--- src/rtl/mips_pkg.sv ---
// mips_pkg: MIPS memory opcodes, LSU state encoding and opcode classification helpers.
package mips_pkg;

    localparam logic [5:0] LB       = 6'h20;
    localparam logic [5:0] LH       = 6'h21;
    localparam logic [5:0] LW       = 6'h23;
    localparam logic [5:0] LBU      = 6'h24;
    localparam logic [5:0] LHU      = 6'h25;
    localparam logic [5:0] SB       = 6'h28;
    localparam logic [5:0] SH       = 6'h29;
    localparam logic [5:0] SW       = 6'h2B;
    localparam logic [5:0] MEM_IDLE = 6'h00;

    typedef enum logic [2:0] {
        IDLE,
        LOAD,
        RMW_RD,
        STORE,
        RESP
    } lsu_state_t;

    function automatic logic op_known(input logic [5:0] op);
        return op inside {LB, LH, LW, LBU, LHU, SB, SH, SW};
    endfunction

    function automatic logic op_is_load(input logic [5:0] op);
        return op inside {LB, LH, LW, LBU, LHU};
    endfunction

    function automatic logic misaligned(input logic [5:0] op, input logic [1:0] off);
        return (op inside {LH, LHU, SH} && off[0]) || (op inside {LW, SW} && off != 2'b00);
    endfunction

endpackage

--- src/rtl/lsu_lane_align.sv ---
// lsu_lane_align: byte/half lane extraction with extension for loads, and lane merge for sub-word stores.
module lsu_lane_align
    import mips_pkg::*;
#(
    parameter bit BIG_ENDIAN = 1'b1
) (
    input  logic [5:0]  op_i,
    input  logic [1:0]  off_i,
    input  logic [31:0] word_i,
    input  logic [31:0] wdata_i,
    output logic [31:0] ldata_o,
    output logic [31:0] mword_o
);

    logic [4:0]  bsh;
    logic [4:0]  hsh;
    logic [7:0]  b;
    logic [15:0] h;
    logic [31:0] bmask;
    logic [31:0] hmask;

    // Big-endian puts offset 0 in the top lane, so the shift counts down from the MSB.
    assign bsh   = {BIG_ENDIAN ? ~off_i : off_i, 3'b000};
    assign hsh   = {BIG_ENDIAN ? ~off_i[1] : off_i[1], 4'b0000};
    assign b     = 8'(word_i >> bsh);
    assign h     = 16'(word_i >> hsh);
    assign bmask = 32'h0000_00FF << bsh;
    assign hmask = 32'h0000_FFFF << hsh;

    assign ldata_o = op_i == LB  ? {{24{b[7]}}, b} :
                     op_i == LBU ? {24'h0, b} :
                     op_i == LH  ? {{16{h[15]}}, h} :
                     op_i == LHU ? {16'h0, h} :
                     op_i == LW  ? word_i : 32'h0;

    assign mword_o = op_i == SB ? (word_i & ~bmask) | ({24'h0, wdata_i[7:0]} << bsh) :
                     op_i == SH ? (word_i & ~hmask) | ({16'h0, wdata_i[15:0]} << hsh) :
                     op_i == SW ? wdata_i : word_i;

endmodule

--- src/rtl/lsu_ctrl.sv ---
// lsu_ctrl: load/store unit driving a word-only data memory; adds sub-word loads
// and read-modify-write sub-word stores, reporting alignment/range errors.
module lsu_ctrl
    import mips_pkg::*;
#(
    parameter int MEM_WORDS  = 1024,
    parameter bit BIG_ENDIAN = 1'b1
) (
    input  logic        clock,
    input  logic        reset_n,
    input  logic        req_valid,
    output logic        req_ready,
    input  logic [5:0]  req_op,
    input  logic [31:0] req_addr,
    input  logic [31:0] req_wdata,
    output logic        resp_valid,
    output logic [31:0] resp_rdata,
    output logic        resp_err,
    output logic [5:0]  mem_op,
    output logic [31:0] mem_addr,
    output logic [31:0] mem_wdata,
    input  logic [31:0] mem_rdata
);

    lsu_state_t  state_q, state_d;
    logic [5:0]  op_q, op_d;
    logic [31:0] addr_q, addr_d;
    logic [31:0] sdata_q, sdata_d;
    logic [31:0] word_q, word_d;
    logic [31:0] rdata_q, rdata_d;
    logic        err_q, err_d;
    logic [31:0] ldata;
    logic [31:0] mword;
    logic        acc_err;

    lsu_lane_align #(.BIG_ENDIAN(BIG_ENDIAN)) u_align (
        .op_i    (op_q),
        .off_i   (addr_q[1:0]),
        .word_i  (mem_rdata),
        .wdata_i (sdata_q),
        .ldata_o (ldata),
        .mword_o (mword)
    );

    assign acc_err = !op_known(req_op) || misaligned(req_op, req_addr[1:0]) ||
                     (req_addr >> 2) >= 32'(MEM_WORDS);

    // rdata/err are only rewritten on entry to RESP so the result holds until the next response.
    always_comb begin
        state_d = state_q;
        op_d    = op_q;
        addr_d  = addr_q;
        sdata_d = sdata_q;
        word_d  = word_q;
        rdata_d = rdata_q;
        err_d   = err_q;
        case (state_q)
            IDLE: if (req_valid) begin
                op_d    = req_op;
                addr_d  = req_addr;
                sdata_d = req_wdata;
                if (acc_err) begin
                    state_d = RESP;
                    rdata_d = 32'h0;
                    err_d   = 1'b1;
                end else if (op_is_load(req_op)) begin
                    state_d = LOAD;
                end else if (req_op == SW) begin
                    state_d = STORE;
                    word_d  = req_wdata;
                end else begin
                    state_d = RMW_RD;
                end
            end
            LOAD: begin
                rdata_d = ldata;
                err_d   = 1'b0;
                state_d = RESP;
            end
            RMW_RD: begin
                word_d  = mword;
                state_d = STORE;
            end
            STORE: begin
                rdata_d = 32'h0;
                err_d   = 1'b0;
                state_d = RESP;
            end
            default: state_d = IDLE;
        endcase
    end

    always_ff @(posedge clock or negedge reset_n) begin
        if (!reset_n) begin
            state_q <= IDLE;
            op_q    <= MEM_IDLE;
            addr_q  <= 32'h0;
            sdata_q <= 32'h0;
            word_q  <= 32'h0;
            rdata_q <= 32'h0;
            err_q   <= 1'b0;
        end else begin
            state_q <= state_d;
            op_q    <= op_d;
            addr_q  <= addr_d;
            sdata_q <= sdata_d;
            word_q  <= word_d;
            rdata_q <= rdata_d;
            err_q   <= err_d;
        end
    end

    assign req_ready  = state_q == IDLE;
    assign resp_valid = state_q == RESP;
    assign resp_rdata = rdata_q;
    assign resp_err   = err_q;
    assign mem_op     = (state_q == LOAD || state_q == RMW_RD) ? LW : state_q == STORE ? SW : MEM_IDLE;
    assign mem_addr   = {addr_q[31:2], 2'b00};
    assign mem_wdata  = word_q;

endmodule

--- config.mk ---
export PLATFORM = sky130hd
export DESIGN_NAME = lsu_ctrl
export DESIGN_NICKNAME = d
export VERILOG_FILES = /design/src/rtl/mips_pkg.sv /design/src/rtl/lsu_lane_align.sv /design/src/rtl/lsu_ctrl.sv
export SDC_FILE = /design/constraint.sdc
export NUM_CORES = 1
export LEC_CHECK = 0
export ABC_CLOCK_PERIOD_IN_PS = 2170
export CORE_MARGIN = 8
export CORE_UTILIZATION = 30
export DETAILED_ROUTE_END_ITERATION = 6
export PLACE_DENSITY = 0.63
export SLEW_MARGIN = 20
export SYNTH_ARGS = -nofsm -noshare
export SYNTH_HDL_FRONTEND = slang
export SYNTH_SLANG_ARGS = --single-unit
export TNS_END_PERCENT = 10
--- constraint.sdc ---
create_clock -name clock -period 2.17 [get_ports clock]
set_input_delay 0.434 -clock clock [delete_from_list [all_inputs] [get_ports clock]]
set_output_delay 0.434 -clock clock [all_outputs]
set_load 0.02 [all_outputs]
## Yosys cells after proc, flatten, opt, wreduce, memory -nomap -nowiden

Cells that the tools add are included.
Widths: inputs -> output; s select.

- Register bits after elaboration: 138
- Input port bits: 105
- Word-level logic and storage cells: 94

- Magnitude comparators: 1
- Equality and inequality tests: 25
- Shift-type cells: 6
- Muxes and demuxes: 26
- Bitwise gates (word level): 8
- Reduce and logical (&&, ||, !) cells: 21

Operator list:

| operator | count |
|---|---|
| $mux 32 | 14 |
| $eq 6x6->1 const B | 16 |
| $pmux 32 s3 | 1 |
| $and 32x32->32 | 2 |
| $not 32->32 | 2 |
| $or 32x32->32 | 2 |
| $pmux 32 s2 | 1 |
| $shl 16x5->32 | 1 |
| $shl 16x5->32 const A | 1 |
| $shl 8x5->32 | 1 |
| $shl 8x5->32 const A | 1 |
| $shr 32x5->16 | 1 |
| $shr 32x5->8 | 1 |
| $ge 30x11->1 const B | 1 |
| $mux 6 | 2 |
| $pmux 3 s3 | 1 |
| $reduce_bool 2->1 | 4 |
| $reduce_bool 8->1 | 1 |
| $eq 3x2->1 const B | 2 |
| $mux 3 | 2 |
| $ne 2x2->1 const B | 3 |
| $reduce_and 3->1 | 2 |
| $reduce_bool 3->1 | 2 |
| $reduce_and 5->1 | 1 |
| 15 further kinds | 22 |

## Longest topological paths before layout

Gate-level depths: netlist (run 1).

- Depth in word-level cells: 9
- Gate-level depth with buffers: 10
- Gate-level depth less buffers: 5

## Modules after synthesis

A second synthesis (run 1) with hierarchy kept.

- Cell total of the unflattened synthesis: 713
- Area total of the unflattened synthesis: 7749.9 um^2

Modules (own cells, without submodules):

| module | instances | cells each | area each (um^2) | sequential area each (um^2) |
|---|---|---|---|---|
| lsu_ctrl | 1 | 519 | 6218.5 | 3453.3 |
| lsu_lane_align | 1 | 194 | 1531.5 | 0.0 |

## Worst setup path before layout (run 1)

OpenSTA, ideal clock, no wires.

- Kind: input-to-reg
- From: in req_addr[16]
- To: reg word_q[5], in the netlist mem_wdata[5]
- Arrival: 2.350 ns
- Slack: -0.305 ns
- Cell stages on the path: 8
- Buffers on the path: 3
- Cells stage by stage: or4_1 > a2111oi_2 > and4_1 > buf_4 > or2_2 > buf_6 > buf_8 > mux2_4

- Cells in the longest elaborated chain, start to end: 4

Ends and longest elaborated chain:

| item | RTL line | source |
|---|---|---|
| start: declaration | lsu_ctrl.sv:14 | `input logic [31:0] req_addr,` |
| $ge 30x11->1 | lsu_ctrl.sv:46 | `(req_addr >> 2) >= 32'(MEM_WORDS);` |
| $logic_or 1x1->1 | lsu_ctrl.sv:45 | `assign acc_err = !op_known(req_op) \|\| misaligned(req_op, req_addr[1:0]) \|\|` |
| $ne 2x2->1 (no line) | n/a |  |
| $reduce_and 5->1 (no line) | n/a |  |
| end signal: assignment | lsu_ctrl.sv:107 | `word_q <= word_d;` |
| end: declaration | lsu_ctrl.sv:29 | `logic [31:0] word_q, word_d;` |

No other way between the ends.
A chain may end at the register's enable or synchronous reset.

## Worst setup path after layout (run 1)

- From: in req_valid
- To: reg word_q[1], in the netlist mem_wdata[1]

- Cells in the longest elaborated chain, start to end: 2

Ends and longest elaborated chain:

| item | RTL line | source |
|---|---|---|
| start: declaration | lsu_ctrl.sv:11 | `input logic req_valid,` |
| $ne 2x2->1 (no line) | n/a |  |
| $reduce_and 5->1 (no line) | n/a |  |

No other way between the ends.

==> results of run 1 <==
-- registers in the layout (all words and copies together) (netlist names) --
name        count
sdata_q        32
mem_wdata      32
resp_rdata     32
addr_q         32
resp_err        1
op_q            6
state_q         3
-- synthesized netlist by cell type (2+ instances only) --
library cell / count / area share, %
nand2b_1: 7 / 0.60
buf_1: 8 / 0.41
o22a_1: 16 / 1.9
mux2_4: 3 / 0.62
and4_1: 2 / 0.24
nand3_1: 3 / 0.21
a221oi_1: 24 / 2.9
nor2_1: 21 / 1.1
nor4_1: 5 / 0.43
clkbuf_1: 29 / 1.5
o21a_1: 26 / 2.7
o31ai_1: 2 / 0.21
nor3_1: 33 / 2.3
o2bb2ai_1: 8 / 0.96
a221o_1: 16 / 2.2
buf_4: 37 / 3.8
nand2_1: 50 / 2.6
a21oi_1: 26 / 1.8
mux2i_1: 24 / 3.3
a22o_1: 24 / 2.9
nor2b_1: 22 / 1.9
mux4_2: 8 / 2.5
dfrtp_1: 138 / 47
buf_2: 7 / 0.48
mux2_2: 59 / 9.1
buf_6: 2 / 0.31
or2_2: 2 / 0.17
o21ai_0: 26 / 1.8
o221a_2: 8 / 1.2
inv_1: 2 / 0.10
and2_1: 5 / 0.43
-- metrics by stage --
| step | cells | TNS, ns | setup slack, ns | util (%) |
|---|---|---|---|---|
| 2_1_floorplan | 664 | -0.6416 | -0.1149 | - |
| 3_3_place_gp | 1185 | -28.49 | -0.5543 | 41.25 |
| 3_5_place_dp | 1185 | -31.15 | -0.5913 | 41.25 |
| 4_1_cts | 1218 | -0.06680 | -0.01879 | 44.03 |
| 5_1_grt | 1220 | 0 | 0.01595 | 44.27 |
| 6_report | 1220 | 0 | 0.08599 | 44.27 |
-- power by group through the flow --
| stage | clock network [W] | registers, W | logic, W |
|---|---|---|---|
| after floorplan | 0 | 0.00290 | 0.000791 |
| after global placement | 0 | 0.00297 | 0.00136 |
| after detailed placement | 0 | 0.00298 | 0.00137 |
| after CTS | 0.00329 | 0.00294 | 0.00138 |
| after global routing | 0.00341 | 0.00296 | 0.00147 |
| final | 0.00323 | 0.00294 | 0.00137 |
-- layer usage --
layer,GRT usage (%),part of all wire [%],vias to the layer above
met5,0,0.050,-
met3,7.123,9.7,31
met4,5.472,1.8,2
li1,-,-,2905
met2,27.13,46,244
met1,22.08,42,3078
-- worst paths after layout --
check / from / end / slack (ns) / depth (start not counted)
worst max register to register: state_q[0] / mem_wdata[1] / 0.10 / 5
worst min-delay path: req_addr[18] / addr_q[18] / 0.28 / 2
worst min register to register: addr_q[10] / addr_q[10] / 0.50 / 1
max in group asynchronous: reset_n / mem_wdata[22] / 1.03 / 3
min in group asynchronous: reset_n / addr_q[8] / 0.49 / 2
worst max-delay path: req_valid / mem_wdata[1] / 0.09 / 6
-- cell type report --
class / count / area (um2) / share of cell area (%)
antenna: 1 / 2.502 / 0.02345
clock buffer: 22 / 494.2 / 4.631
clock inverter: 10 / 161.4 / 1.512
inverter: 2 / 7.507 / 0.07034
multi-input combinational: 441 / 3432 / 32.16
sequential: 138 / 3455 / 32.37
tap: 324 / 405.4 / 3.798
timing repair buffer: 282 / 2715 / 25.44
-- placed cells by master, fill, tap and decap left out, types with 6 or more instances in the layout --
master	count
nor2_1	18
clkbuf_16	17
buf_4	68
mux4_2	8
o22a_1	16
clkdlybuf4s50_1	194
buf_12	6
a22o_1	24
a221o_1	16
a221oi_1	23
dfrtp_1	137
nor2b_1	22
o221a_2	8
nand2_1	50
nor3_1	33
mux2_2	59
o21ai_0	26
o21a_1	26
nand2b_1	7
a21oi_1	25
o2bb2ai_1	8
mux2i_1	24
-- cells by family after synthesis --
family,Yosys count,share of synthesized area (%)
buf+inv,86,6.810
compound gates,182,19.23
mux,94,15.49
flops,138,47.34
simple gates,160,11.08
other cells,1,0.05141
-- what timing repair did --
| item | 4_1_cts | 5_1_grt |
|---|---|---|
| setup endpoints to repair | 43 | 55 |
| pin swaps | 1 | 5 |
| endpoints found under the hold margin | 38 | 0 |
| cloned | 0 | 1 |
| resized for setup | 10 | 16 |
| hold buffers | 1 | 0 |
==> impl_results.md, run 1 <==
- Outcome: completed
- CTS tree: built
- Worst skew pair latency: 0.43 ns
- Worst Tran Pin Value: slightly below 0.7 ns
- Hpwl dp: 19.61 mm
- Number of global-route vias before repair: between 6000 and 7000
- WHS: 0.2845 ns
- Critical path class: in -> reg
- Overall power: between 0.007 and 0.008 W
- Chip width: about 170 um
- Share of layout cells above drive strength 1: between 20% and 30%
- Drt pass-1 iters: 5
- Max_slew headroom: between 50% and 60%
- Port Buffers: about 200
- Worst path top cell family by delay: simple AND/OR/NAND/NOR gates
- Hold Fails Final Rpt: 0
- Critical Path AT: ~2.4 ns
- Num Clock Sinks: ~140
- Startpoint types: input pin
- CTS Buf Count: 17
- Antenna violations before repair: 2
- Yosys warns: 0
- Routed vias: approximately 6300
- Vias per cell: between 5 and 6
- RSZ-0062 raised after global routing: no
- LEAKAGE: between 4 and 5 nW
- H-tree depth: 4
- Sw power: about 0.0020 W
- Unique masters post-synth: 49
- Height of the die: approximately 170 um
- Peak supply drop: between 0.0005 and 0.0006 V
- Fin nets: roughly 990
- Global-route wire length before repair: between 30 and 40 mm
- CP max-delay cell: clkdlybuf4s50_1
- Sw frac: between 20% and 30%
- CP max stage delay: roughly 0.47 ns
- Crit end category: flop
- Max Slew Vio Count: 0
- Async set-reset flop share out of synthesis: between 90% and 100%
- Sequential share of power: 39.0%
- Initial Util: 30.26%
- Post-synth EDFFs: 0
- Worst Hold Class: in -> reg
- Flops & latches, synth: 138
- # setup viols final: 0
- Avg Cell Area, Syn: roughly 11 um2
- CTS root buffer: clkbuf_16
- Post-placement cell area: between 0.009 and 0.01 mm2
- Final period util: a little over nine tenths
- Fill count: between 2000 and 2500
- Comb pwr share: a little under a fifth
- Setup Fix Bufs, Post-CTS: 0
- Seq/Total Area, Yosys: a little under half
- Max Buffers Root-to-Sink: 2
- Global Route Usage Sum: approximately 18%
- Largest net degree at the start of global routing: 72
- Fin crit period: between 2 and 2.5 ns
- Final Skew: around 0.010 ns
- Routed wire length: approximately 26 mm
- DR WL/cell: around 21 um
- DR DRC count: 0
- First DRT Iteration DRCs: 433
- Overflow after GRT: 0
- Power per Cell Area: 706.9 mW/mm2
- Gp weighted congestion: ~0.86
- CP max FO: 5
- Row cnt: 57
- Internal: around 0.0056 W
- CP Buf/Inv Count: 1
- IO Count: 210
- Design area: approximately 0.011 mm2
- Max cap viols: 0
- Dominant synthesized flop cell: dfrtp_1
- Core footprint: ~0.024 mm2
- Die area: roughly 0.030 mm2
- Reg clk slew, reported paths: around 0.060 ns
- Cells along the critical path: clkdlybuf4s50_1 -> or4b_4 -> nor4_1 -> and4_4 -> or2_4 -> mux2_2
- CP required: about 2.5 ns
- Routed Antenna Nets: 0
- Mapped cell area: 0.007294 mm2
- Clock Power Share: approximately 43%
- Max Fclk: 479.8 MHz
- Area grow syn2layout: 46.31%
- Synth Instances: 661
(Power assumes the default switching activity.)
==> run 2: changes to the inputs <==
--- a/config.mk
+++ b/config.mk
@@ -7,10 +7,10 @@
 export LEC_CHECK = 0
 export ABC_CLOCK_PERIOD_IN_PS = 2170
 export CORE_MARGIN = 8
-export CORE_UTILIZATION = 30
+export CORE_UTILIZATION = 44
 export DETAILED_ROUTE_END_ITERATION = 6
-export PLACE_DENSITY = 0.63
-export SLEW_MARGIN = 20
+export PLACE_DENSITY = 0.84
+export SLEW_MARGIN = 10
 export SYNTH_ARGS = -nofsm -noshare
 export SYNTH_HDL_FRONTEND = slang
 export SYNTH_SLANG_ARGS = --single-unit
==> impl_results.md, run 2 (synthesis gave the netlist of run 1 again) <==
- Chip width: 144.8 um
- Fin crit period: between 2 and 2.5 ns
- CTS tree: built
- Area grow syn2layout: 43.40%
- Final Skew: around 0.013 ns
- Global Route Usage Sum: 22.82%
- Max cap viols: 0
- Register area: ~0.0035 mm2
- Num Clock Sinks: between 100 and 150
- Gp weighted congestion: 0.9196
- Max Buffers Root-to-Sink: 2
- Hold Fails Final Rpt: 0
- Number of global-route vias before repair: 6369
- Clock Power Share: ~40%
- CP required: 2.54 ns
- CP max FO: 16
- # setup viols final: 0
- Hpwl dp: roughly 18 mm
- Routed vias: approximately 6400
- Fin nets: 978
- Sw frac: 27.18%
- Cells along the critical path: clkdlybuf4s50_1 -> nor4_2 -> and4_1 -> buf_4 -> a31oi_4 -> nor2_4 -> clkbuf_16 -> a22o_1
- Port Buffers: ~210
- Antenna violations before repair: 0
- Critical Path AT: approximately 2.5 ns
- Largest net degree at the start of global routing: 46
- Final period util: 97.54%
- CP max-delay cell: clkdlybuf4s50_1
- CP max stage delay: 0.45 ns
- Vias per cell: slightly below 6
- CTS root buffer: clkbuf_16
- Most common cell after layout, fill and taps aside: clkdlybuf4s50_1
- Core footprint: around 0.016 mm2
- Design area: around 0.010 mm2
- Antenna diodes: 0
- Worst Tran Pin Value: approximately 0.76 ns
- Critical path class: in -> reg
- CTS Buf Count: 17
- Die area: 0.02095 mm2
- Internal: 0.005240 W
- Max Fclk: between 400 and 500 MHz
- Power per Cell Area: about 690 mW/mm2
- Routed Antenna Nets: 0
- Final setup margin: ~0.053 ns
- Post-layout util: around 64%
- Pre-CTS setup slack: -0.5712 ns
- Most frequent cells in the layout: clkdlybuf4s50_1 (194), dfrtp_1 (138), mux2_2 (59)
- Crit end category: flop
- Sequential share of power: between 40% and 50%
- Worst Hold Class: in -> reg
- Row cnt: 47
- Fill count: roughly 1300
- Max_slew headroom: between 40% and 50%
- DR DRC count: 0
- Initial Util: ~44%
- Routed wire length: 24.46 mm
- Overflow after GRT: 0
- Drt pass-1 iters: 5
- Peak supply drop: between 0.0005 and 0.0006 V
- Setup_tns: 0 ns
- Max Slew Vio Count: 0
- LEAKAGE: approximately 4.6 nW
- Comb pwr share: about a fifth
- Outcome: completed
- Global-route wire length before repair: around 36 mm
- H-tree depth: 4
- Reg clk slew, reported paths: ~0.060 ns
- WHS: around 0.31 ns
- Sw power: about 0.002 W
- IO Count: 210
- Worst skew pair latency: ~0.43 ns
- Share of layout cells above drive strength 1: 22.12%
- Post-placement cell area: 0.009696 mm2
- Height of the die: around 140 um
- Startpoint types: input pin
- Multi-input logic area: 0.003456 mm2
- DR WL/cell: ~22 um
- First DRT Iteration DRCs: about 570
==> run 2: cell types whose count changed in the layout (fill, tap and decap cells not counted), sizes merged <==
cell         delta
buf            -12
clkinv          +4
bufinv          -2
clkinvlp        +1
diode           -1
dlygate4sd2     +1
inv             -1
==> run 2: metal layers <==
metal / GRT usage [%] / vias up / share of wire, %
met4: 9.419 / 0 / 3.2
met3: 8.760 / 65 / 13
met2: 35.00 / 409 / 46
met5: 0 / - / 0
li1: - / 2872 / -
met1: 28.27 / 3073 / 38
==> run 2: repair_timing <==
action                     in CTS  in global routing
pin swaps                       1                  4
buffers inserted                0                  2
hold endpoints to repair       42                  0
gates cloned                    0                  4
hold buffers                    1                  0
resized for setup               9                 17
setup endpoints to repair      45                 54
==> run 2: critical path, delay by kind of cell <==
kind	cells	cell delay, ns
buf+inv	3	0.85
compound gates	2	0.25
simple gates	3	0.95
==> run 2: cell type report <==
class / instances / area share (%)
Timing Repair Buffer: 273 / 25.69
Multi-Input combinational cell: 441 / 33.04
Tap cell: 220 / 2.632
Clock buffer: 20 / 4.366
Inverter: 2 / 0.07177
Clock inverter: 12 / 1.184
Sequential cell: 138 / 33.01
==> run 2: metrics by stage <==
step,power [W],instances
6_report,0.007195,1106
5_1_grt,0.007447,1106
4_1_cts,0.007194,1100
3_5_place_dp,0.004307,1067
3_3_place_gp,0.004269,1067
2_1_floorplan,0.003696,664
==> run 2: path summary, 6_finish.rpt <==
path	to	depth (start not counted)	start	slack, ns
worst max-delay path	resp_rdata[12]	8	req_addr[30]	0.05
worst min-delay path	addr_q[18]	2	req_addr[18]	0.31
worst max register to register	mem_wdata[16]	7	op_q[1]	0.07
worst min register to register	addr_q[13]	1	addr_q[13]	0.50
max in group asynchronous	addr_q[22]	3	reset_n	1.02
min in group asynchronous	resp_rdata[26]	2	reset_n	0.52
==> run 2: power groups by stage <==
stage                     combinational [W]  clock, W  sequential (W)
after detailed placement            0.00133         0         0.00297
after global routing                0.00147   0.00301         0.00296
after CTS                           0.00134   0.00292         0.00293
after floorplan                    0.000791         0         0.00290
after global placement              0.00131         0         0.00296
final                               0.00138   0.00287         0.00294
==> run 3: changes to the inputs <==
--- a/config.mk
+++ b/config.mk
@@ -6,6 +6,7 @@
 export NUM_CORES = 1
 export LEC_CHECK = 0
 export ABC_CLOCK_PERIOD_IN_PS = 2170
+export CORE_ASPECT_RATIO = 1.1
 export CORE_MARGIN = 8
 export CORE_UTILIZATION = 44
 export DETAILED_ROUTE_END_ITERATION = 6
==> impl_results.md, run 3 (synthesis gave the netlist of run 1 again) <==
- Power per Cell Area: 710.0 mW/mm2
- Overflow after GRT: 0
- RSZ-0062 raised after global routing: yes
- First DRT Iteration DRCs: 531
- Drt pass-1 iters: 5
- Post-route insts no fill: 1089
- Share of layout cells above drive strength 1: a little over a fifth
- Max Fclk: 469.1 MHz
- DR DRC count: 0
- Routed Antenna Nets: 0
- Die area: around 0.021 mm2
- H-tree depth: 4
- CTS tree: built
- Sw frac: 25.44%
- Reg clk slew, reported paths: 0.06 ns
- Antenna violations before repair: 1
- Setup_tns: 0 ns
- Global-route wire length before repair: between 30 and 40 mm
- Most frequent cells in the layout: clkdlybuf4s50_1 (196), dfrtp_1 (138), mux2_2 (59), buf_4 (59), nand2_1 (49)
- Post-layout util: 63.46%
- Sw power: around 0.0019 W
- Height of the die: ~150 um
- Crit end category: flop
- Chip width: between 100 and 150 um
- Internal: about 0.0055 W
- Routed wire length: around 24 mm
- Peak supply drop: about 0.00052 V
- Port Buffers: 205
- Fin crit period: about 2.1 ns
- R2r worst-path depth: 7
- Max Buffers Root-to-Sink: 2
- Fin nets: approximately 980
- Max cap viols: 0
- CP required: about 2.5 ns
- Hold Crit Depth: 2
- Hold Fails Final Rpt: 0
- Max Slew Vio Count: 0
- Vias per cell: around 5.8
- Worst Hold Class: in -> reg
- Startpoint types: input pin
- Clock Power Share: 41.9%
- Worst skew pair latency: between 0.4 and 0.5 ns
- Most common cell after layout, fill and taps aside: clkdlybuf4s50_1
- Max_slew headroom: 62.69%
- CP max FO: 8
- CTS Buf Count: 17
- Gp weighted congestion: approximately 0.94
- Global Route Usage Sum: approximately 23%
- Routed vias: 6360
- Initial Util: around 45%
- Row cnt: just under 50
- Sequential share of power: between 40% and 50%
- Hpwl dp: ~18 mm
- Worst Tran Pin Value: 0.5596 ns
- Area grow syn2layout: 41.89%
- Final period util: between 90% and 100%
- Comb pwr share: a little under a fifth
- LEAKAGE: about 4.5 nW
- CTS root buffer: clkbuf_16
- Setup Fix Bufs, Post-CTS: 0
- Critical path class: in -> reg
- Number of global-route vias before repair: roughly 6700
- Outcome: completed
- Num Clock Sinks: 138
- IO Count: 210
- Final Skew: 0.009703 ns
- Number of cells after detailed placement: roughly 1100
- Largest net degree at the start of global routing: between 60 and 70
- # setup viols final: 0
- Critical Path AT: 2.42 ns
- Core footprint: ~0.016 mm2
- DR WL/cell: 21.95 um
-- run 3: cell types whose count changed in the layout (fill, tap and decap cells not counted), sizes merged --
| cell | change |
|---|---|
| bufinv | +2 |
| clkinv | -2 |
| clkdlybuf4s50 | +2 |
| dlymetal6s2s | -2 |
| buf | +1 |
| diode | +1 |
| clkbuf | +1 |
| clkinvlp | -4 |
-- run 3: routing by layer --
metal	track usage, %	vias up	part of all wire (%)
met5	0	-	0
met4	11.15	0	3.0
met3	8.323	56	11
met2	37.46	343	48
met1	26.03	3093	38
li1	-	2868	-
-- run 3: path summary, 6_finish.rpt --
kind	startpoint	end	slack, ns
setup / recovery	req_addr[14]	mem_wdata[10]	0.04
hold / removal	req_addr[15]	addr_q[15]	0.31
setup reg to reg	state_q[2]	mem_wdata[23]	0.05
hold reg to reg	resp_rdata[21]	resp_rdata[21]	0.50
max in group asynchronous	reset_n	sdata_q[30]	1.05
min in group asynchronous	reset_n	addr_q[10]	0.47
-- run 3: critical path, cell delays in order --
cell and delay (ns):
clkdlybuf4s50_1 0.42, or4_4 0.50, a2111oi_4 0.24, and4_4 0.32, buf_6 0.12, nor2_4 0.05, a221o_1 0.32
-- run 3: timing repair --
action,4_1_cts,5_1_grt
resized for setup,11,10
setup endpoints to repair,38,42
cloned,1,0
pin swaps,1,1
endpoints found under the hold margin,34,0
hold buffers,1,0
-- run 3: final cells by class --
| cell class | count | area, um2 |
|---|---|---|
| clock inverters | 8 | 140.1 |
| inverters | 2 | 7.507 |
| fillers | 1308 | 5958 |
| well taps | 204 | 255.2 |
| flip-flops and latches | 138 | 3453 |
| multi-input cells | 441 | 3412 |
| diodes | 1 | 2.502 |
| clock buffers | 24 | 481.7 |
| repair buffers | 271 | 2597 |
-- run 3: power groups by stage --
| stage | combinational, W | clock (W) | sequential [W] |
|---|---|---|---|
| after floorplan | 0.000791 | 0 | 0.00290 |
| after global placement | 0.00130 | 0 | 0.00296 |
| after detailed placement | 0.00132 | 0 | 0.00298 |
| after CTS | 0.00133 | 0.00313 | 0.00293 |
| after global routing | 0.00142 | 0.00324 | 0.00296 |
| final | 0.00133 | 0.00308 | 0.00294 |
-- run 3: stage by stage --
stage	instance area [um2]	hold WS [ns]	setup slack, ns	total power [W]
floorplan	7332	0.1384	-0.1149	0.003696
global placement	9673	0.3575	-0.5406	0.004261
detailed placement	9673	0.3597	-0.5997	0.004297
CTS	10310	0.4726	-0.003925	0.007391
global route	10350	0.3003	-0.05306	0.007620
finish	10350	0.3079	0.03838	0.007349
